### src/rtl/bit_transmitter_pkg.sv
// Shared types and default timing for the WS2812-style serial line encoder.
package bit_transmitter_pkg;

  typedef enum logic [1:0] {
    RESET_GAP    = 2'd0,
    FIRST_PHASE  = 2'd1,
    SECOND_PHASE = 2'd2
  } state_t;

  localparam logic [15:0] DEF_L_TIME = 16'd80;
  localparam logic [15:0] DEF_S_TIME = 16'd40;
  localparam logic [15:0] DEF_R_TIME = 16'd5000;

endpackage

### src/rtl/bit_transmitter_phase_counter.sv
// Up-counter that runs 0..term while enabled and sits at 0 otherwise; done marks the terminal cycle.
module phase_counter (
  input  logic        clk,
  input  logic        rstn,
  input  logic        en,
  input  logic [15:0] term,
  output logic [15:0] count,
  output logic        done
);

  assign done = en && (count == term);

  // Wrapping to 0 on done lets the same counter time back-to-back phases.
  always_ff @(posedge clk or negedge rstn) begin
    if (!rstn) begin
      count <= '0;
    end else if (en && !done) begin
      count <= count + 16'd1;
    end else begin
      count <= '0;
    end
  end

endmodule

### src/rtl/bit_transmitter.sv
// Serial line encoder: turns requested bits into long/short high-low pulses with a latch gap between frames.
// state        | meaning
// RESET_GAP    | pin low for R_TIME cycles, then request first bit of a frame
// FIRST_PHASE  | pin high; long for a 1, short for a 0
// SECOND_PHASE | pin low; short for a 1, long for a 0, then request next bit
module bit_transmitter
  import bit_transmitter_pkg::*;
#(
  parameter logic [15:0] L_TIME = DEF_L_TIME,
  parameter logic [15:0] S_TIME = DEF_S_TIME,
  parameter logic [15:0] R_TIME = DEF_R_TIME
) (
  input  logic        clk,
  input  logic        rstn,
  output logic        new_bit_rqst,
  input  logic        bit_to_transmit,
  input  logic        all_bits_shifted,
  output logic        new_frame_rqst,
  output logic        led_stripe_pin,
  output logic        reset_finish_dbg,
  output logic        l_time_wait_dbg,
  output logic        s_time_wait_dbg,
  output logic        l_time_measured_dbg,
  output logic        s_time_measured_dbg,
  output logic [15:0] r_time_cnt_dbg,
  output logic [15:0] l_time_cnt_dbg,
  output logic [15:0] s_time_cnt_dbg
);

  state_t state_q, state_d;
  logic   bit_q, bit_d;
  logic   pin_q;
  logic   r_en, l_en, s_en;
  logic   r_done, l_done, s_done;

  assign r_en = (state_q == RESET_GAP);
  assign l_en = ((state_q == FIRST_PHASE) && bit_q) || ((state_q == SECOND_PHASE) && !bit_q);
  assign s_en = ((state_q == FIRST_PHASE) && !bit_q) || ((state_q == SECOND_PHASE) && bit_q);

  phase_counter u_r_cnt (
    .clk   (clk),
    .rstn  (rstn),
    .en    (r_en),
    .term  (R_TIME - 16'd1),
    .count (r_time_cnt_dbg),
    .done  (r_done)
  );

  phase_counter u_l_cnt (
    .clk   (clk),
    .rstn  (rstn),
    .en    (l_en),
    .term  (L_TIME - 16'd1),
    .count (l_time_cnt_dbg),
    .done  (l_done)
  );

  phase_counter u_s_cnt (
    .clk   (clk),
    .rstn  (rstn),
    .en    (s_en),
    .term  (S_TIME - 16'd1),
    .count (s_time_cnt_dbg),
    .done  (s_done)
  );

  always_ff @(posedge clk or negedge rstn) begin
    if (!rstn) begin
      state_q <= RESET_GAP;
      bit_q   <= 1'b0;
      pin_q   <= 1'b0;
    end else begin
      state_q <= state_d;
      bit_q   <= bit_d;
      pin_q   <= (state_d == FIRST_PHASE);
    end
  end

  always_comb begin
    state_d      = state_q;
    bit_d        = bit_q;
    new_bit_rqst = 1'b0;
    case (state_q)
      RESET_GAP: begin
        // A frame always carries at least one bit, so all_bits_shifted is not consulted here.
        if (r_done) begin
          new_bit_rqst = 1'b1;
          bit_d        = bit_to_transmit;
          state_d      = FIRST_PHASE;
        end
      end
      FIRST_PHASE: begin
        if (l_done || s_done) begin
          state_d = SECOND_PHASE;
        end
      end
      SECOND_PHASE: begin
        if (l_done || s_done) begin
          new_bit_rqst = 1'b1;
          if (all_bits_shifted) begin
            state_d = RESET_GAP;
          end else begin
            bit_d   = bit_to_transmit;
            state_d = FIRST_PHASE;
          end
        end
      end
      default: state_d = RESET_GAP;
    endcase
  end

  assign led_stripe_pin      = pin_q;
  assign new_frame_rqst      = r_done;
  assign reset_finish_dbg    = r_done;
  assign l_time_wait_dbg     = l_en;
  assign s_time_wait_dbg     = s_en;
  assign l_time_measured_dbg = l_done;
  assign s_time_measured_dbg = s_done;

endmodule

### config.mk
export PLATFORM = sky130hd
export DESIGN_NAME = bit_transmitter
export DESIGN_NICKNAME = d
export VERILOG_FILES = /design/src/rtl/bit_transmitter_pkg.sv /design/src/rtl/bit_transmitter_phase_counter.sv /design/src/rtl/bit_transmitter.sv
export SDC_FILE = /design/constraint.sdc
export NUM_CORES = 1
export LEC_CHECK = 0
export BUFFER_PORTS_ARGS = -buffer_cell sky130_fd_sc_hd__buf_4
export CORE_MARGIN = 2
export CORE_UTILIZATION = 48
export DETAILED_ROUTE_END_ITERATION = 6
export PLACE_DENSITY = 0.79
export REMOVE_ABC_BUFFERS = 1
export SYNTH_ARGS = -nofsm -noshare
export SYNTH_HDL_FRONTEND = slang
export SYNTH_SLANG_ARGS = --single-unit
export TNS_END_PERCENT = 100
### constraint.sdc
create_clock -name clk -period 1.64 [get_ports clk]
set_input_delay 0 -clock clk [delete_from_list [all_inputs] [get_ports clk]]
set_output_delay 0 -clock clk [all_outputs]
set_load 0.02 [all_outputs]
Word level (Yosys, flattened, before mapping) --
Index checks and enable logic that the tools add are counted.
Word-level totals: register bits after elaboration 52, input bits 4, output and inout bits 56
Cells by class: add/sub/neg operators 3, equality and inequality tests 9, muxes and demuxes 15, reductions and logical operators 20
Operator list (count):
- $add A16 B1 Y16 const B | 3
- $mux W16 | 3
- $eq A16 B13 Y1 const B | 1
- $eq A16 B6 Y1 const B | 1
- $eq A16 B7 Y1 const B | 1
- $logic_and A1 B1 Y1 | 10
- $mux W1 | 6
- $mux W2 | 3
- $pmux W2 S3 | 1
- $eq A2 B1 Y1 const B | 2
- $logic_not A1 Y1 | 4
- $ne A2 B2 Y1 const B | 2
- $pmux W1 S2 | 2
- $reduce_and A4 Y1 | 1
- $logic_or A1 B1 Y1 | 3
- $eq A2 B2 Y1 const B | 1
- $logic_not A2 Y1 | 1
- $ne A2 B1 Y1 const B | 1
- $reduce_bool A2 Y1 | 1

Longest topological paths before layout --
word-level depth 8, depth in mapped cells 7

Modules after synthesis --
A second synthesis with hierarchy kept.
Second synthesis, totals: cells, all modules 330, area, all modules 3228.1 µm²
Modules (own cells, without submodules):
- phase_counter | times used 3, cells each 101, area each 994.7 µm², sequential area each 400.4 µm²
- bit_transmitter | times used 1, cells each 27, area each 244.0 µm², sequential area each 100.1 µm²

Worst setup path before layout --
OpenSTA, ideal clock, no wires.
path type reg2reg, from register u_r_cnt.count[0], to register bit_q, setup time 125 ps, arrival 1864 ps, slack -350 ps, cell stages (with the launch flop) 8, path buffers 0, cell sequence dfrtp_1 > ha_1 > nor4bb_1 > nand4_1 > nand2b_1 > inv_1 > a21oi_2 > mux2_4
Between the ends: word-level cells in the longest chain between the ends 4
RTL lines:
- start: declaration | line bit_transmitter_phase_counter.sv:7 | output logic [15:0] count,
- start signal: assignment | line bit_transmitter_phase_counter.sv:18 | count <= count + 16'd1;
- $eq A16 B13 Y1 | line bit_transmitter_phase_counter.sv:11 | assign done = en && (count == term);
- $logic_and A1 B1 Y1 | line bit_transmitter_phase_counter.sv:11
- named net new_frame_rqst | line bit_transmitter.sv:18 | output logic new_frame_rqst,
- $ne A2 B2 Y1 (no line)
- $reduce_and A4 Y1 (no line)
- end signal: assignment | line bit_transmitter.sv:74 | bit_q <= bit_d;
- end: declaration | line bit_transmitter.sv:31 | logic bit_q, bit_d;
The timed path passes the listed nets, and every way through them passes these cells. A chain may end at the register's enable or synchronous reset.

Worst setup path after layout --
from register u_l_cnt.count[14], to register bit_q
Between the ends: word-level cells in the longest chain between the ends 5
RTL lines:
- start: declaration | line bit_transmitter_phase_counter.sv:7
- start signal: assignment | line bit_transmitter_phase_counter.sv:18
- $eq A16 B7 Y1 | line bit_transmitter_phase_counter.sv:11
- $logic_and A1 B1 Y1 | line bit_transmitter_phase_counter.sv:11
- $logic_or A1 B1 Y1 | line bit_transmitter.sv:98 | if (l_done || s_done) begin
- $ne A2 B1 Y1 (no line)
- $reduce_and A4 Y1 (no line)
Every way passes these cells.

==> metrics.cfg <==
[outcome]
status=finished with violations
violations=negative setup slack

[global_route]
grt_pass1_wl_um=10860
grt_usage=0.2313
grt_start_max_net_pins=53
grt_pass1_vias=2309
antenna_found_initial=0
grt_overflow_total=0

[layout]
final_cell_mix=buf_4, nor2_1, dfrtp_1, xnor2_1
drive_gt1_frac=0.4171
n_antenna_cell=0
fin_area_um2=3805
nets=392
final_common_cell=buf_4
final_cell_count_no_fill=456
final_util=0.7498
synthToLayoutAreaGrowth_pct=51.60

[synth]
syn_area_um2=2510
synth_seq_area_share=0.5184
ys_warn_count=0
ys_ff_latch=52
syn_area_per_cell_um2=9.960
ys_types=34
postSynthCellCount=252

[route]
top_layer_used=met4
met2_wirelength_um=3379
ant_nets=0
routed_wl_um=6642
num_vias=2303
viasPerCell=5.050
wl_met1_um=2930
first_pass_iters=4
dr_wl_met3_um=239
drt-wirelength-per-cell_um=14.57
drtIter0Drc=129
drc_errors=0

[floorplan]
pin_count=60
dieArea_um2=5823
start_util=0.4946
die_w_um=76.31
rows=26
fp.coreArea_um2=5075
die_h_um=76.31

[sta]
skew_ns=0.006382
fmax_mhz=542.9
timing.hold.ws_ns=0.1276
hold_violations=0
finalSetupViolations=7
slew_viol_final=0
layout_setup_ws_ns=-0.2019
maxSlewHeadroom=0.5580
rsz0062_at_grt=true
post-route-min-period_ns=1.842
min_period_over_period=1.123
tns_ns=-0.8967
worst_pin_slew_ns=0.6629

[worst_setup_path]
criticalPathCategory=register to register
arrival_ns=2.02
rrSetupSlack_ns=-0.20
path_buf_inv=2
required_ns=1.82
r2r_start=u_l_cnt.count[14]$_DFF_PN0_
crit_path_end_kind=register
cp_max_fo=2
rr_endpoint=bit_q$_DFFE_PN0P_
cp_cell_sequence=nor4b_4 > nand4b_1 > o22ai_2 > buf_4 > buf_6 > a21oi_2 > mux2_4
cp_top_family=simple AND/OR/NAND/NOR gates
slowest_delay_ns=0.41
cp_slowest_cell=dfrtp_1
crit_path_start_kind=register
r2r_cells=7

[clock_network]
cts_buffers=5
clk_latency_ns=0.29
cts_tree=built
clock_path_buffers=2
ctsHtreeMaxLevel=2
clk_pin_slew_worst_paths_ns=0.08
cts.sinks=52
cts-root-buf=clkbuf_8

[pwr]
leakagePower_nw=1.874
fin_total_pwr_mw=2.054
vdd_ir_drop_max_mv=0.4960
power_density_nw_per_um2=539.8

[worst_hold_path]
hold_depth=4
whs_endpoint=led_stripe_pin$_DFF_PN0_
worstHoldStart=all_bits_shifted
hold_class=input pin to register

[flow_run]
cap_violations=0

[place]
dp_cells=442
dp.final_hpwl_um=4700
portBuffers=59
place.gp.congestion=0.8255
placed_area_um2=3542
place_ws_ns=-0.06762

final cells by class:
cell class / count / area, um2
inverters: 3 / 13.76
fillers: 362 / 1270
clock buffers: 8 / 90.09
flip-flops and latches: 52 / 1301
well taps: 70 / 87.58
multi-input cells: 193 / 1267
repair buffers: 130 / 1045
how the worst max path moves through the flow:
stage,endpoint,start,slack (ns),cells past startpoint
CTS,new_bit_rqst,u_l_cnt.count[14]$_DFF_PN0_,-0.18,7
global placement,bit_q$_DFFE_PN0P_,u_r_cnt.count[13]$_DFF_PN0_,0.002,7
global route,bit_q$_DFFE_PN0P_,u_l_cnt.count[14]$_DFF_PN0_,-0.30,7
finish,bit_q$_DFFE_PN0P_,u_l_cnt.count[14]$_DFF_PN0_,-0.20,7
floorplan,bit_q$_DFFE_PN0P_,u_r_cnt.count[0]$_DFF_PN0_,-0.46,7
detailed placement,bit_q$_DFFE_PN0P_,u_r_cnt.count[13]$_DFF_PN0_,-0.07,7
worst register-to-register path: cells and delay by family, from the launching register on:
family | cells | cell delay (ns)
flip-flops | 1 | 0.41
AO/OA/AOI/OAI | 2 | 0.28
buffers and inverters | 2 | 0.24
AND/OR/NAND/NOR | 2 | 0.52
multiplexers | 1 | 0.29
synth_stat cells:
library cell	instances	area [um2]
a21oi_2	1	8.760
nand3_2	1	10.01
nor4bb_1	1	10.01
o22ai_2	1	12.51
and4_1	2	17.52
nand2_1	22	82.58
and3_2	1	7.510
nor4b_2	1	15.01
mux2i_1	2	20.02
nand3_1	13	65.06
nand4_1	7	43.79
nor3b_1	1	7.510
a21oi_1	1	5.000
nand2b_1	1	6.260
nor2b_1	1	6.260
nor4b_1	1	8.760
and2b_1	1	7.510
xnor2_1	23	201.4
nor3_1	8	40.04
nor2_1	58	217.7
dfrtp_1	52	1301
ha_1	3	37.54
buf_2	1	5.000
nor4_2	2	25.02
inv_1	3	11.26
xor2_1	19	166.4
o21ai_0	1	5.000
or2b_1	1	7.510
mux2_4	1	15.01
nor4_1	4	25.02
and3_1	13	81.33
clkbuf_1	1	3.750
buf_4	2	15.01
nand4b_1	2	17.52
layer usage:
layer	vias to the layer above	GRT usage
met2	60	0.3903
li1	1116	-
met3	8	0.04976
met1	1119	0.3022
met5	-	0
met4	0	0.06545
report_power, final:
group | total (mW) | internal, mW | switching, mW | leakage [nW]
registers | 1.28 | 1.28 | 0 | 0.712
clock network | 0.738 | 0.345 | 0.393 | 0.0455
logic | 0.0353 | 0.00811 | 0.0271 | 1.12
total | 2.05 | 1.63 | 0.420 | 1.87
state kept, by name (all words and copies together) (netlist names):
name / count
bit_q: 1
u_s_cnt.count: 16
state_q: 2
u_r_cnt.count: 16
u_l_cnt.count: 16
led_stripe_pin: 1
repair_timing:
item | in CTS | in global routing
hold endpoints to repair | 53 | 0
resized for setup | 15 | 16
buffers inserted | 2 | 4
pin swaps | 8 | 6
hold buffers | 2 | 0
cloned | 0 | 0
endpoints found under the setup margin | 8 | 31
kinds of logic after synthesis:
| group | Yosys count | share of synthesized area |
|---|---|---|
| buffers and inverters | 7 | 0.01395 |
| muxes | 3 | 0.01396 |
| AOI/OAI and AO/OA | 4 | 0.01246 |
| xor gates and xnor gates | 42 | 0.1466 |
| DFF | 52 | 0.5184 |
| and+or+nand+nor | 141 | 0.2797 |
| adders and majority gates | 3 | 0.01496 |
No activity file was read; power rests on OpenSTA's default activity.
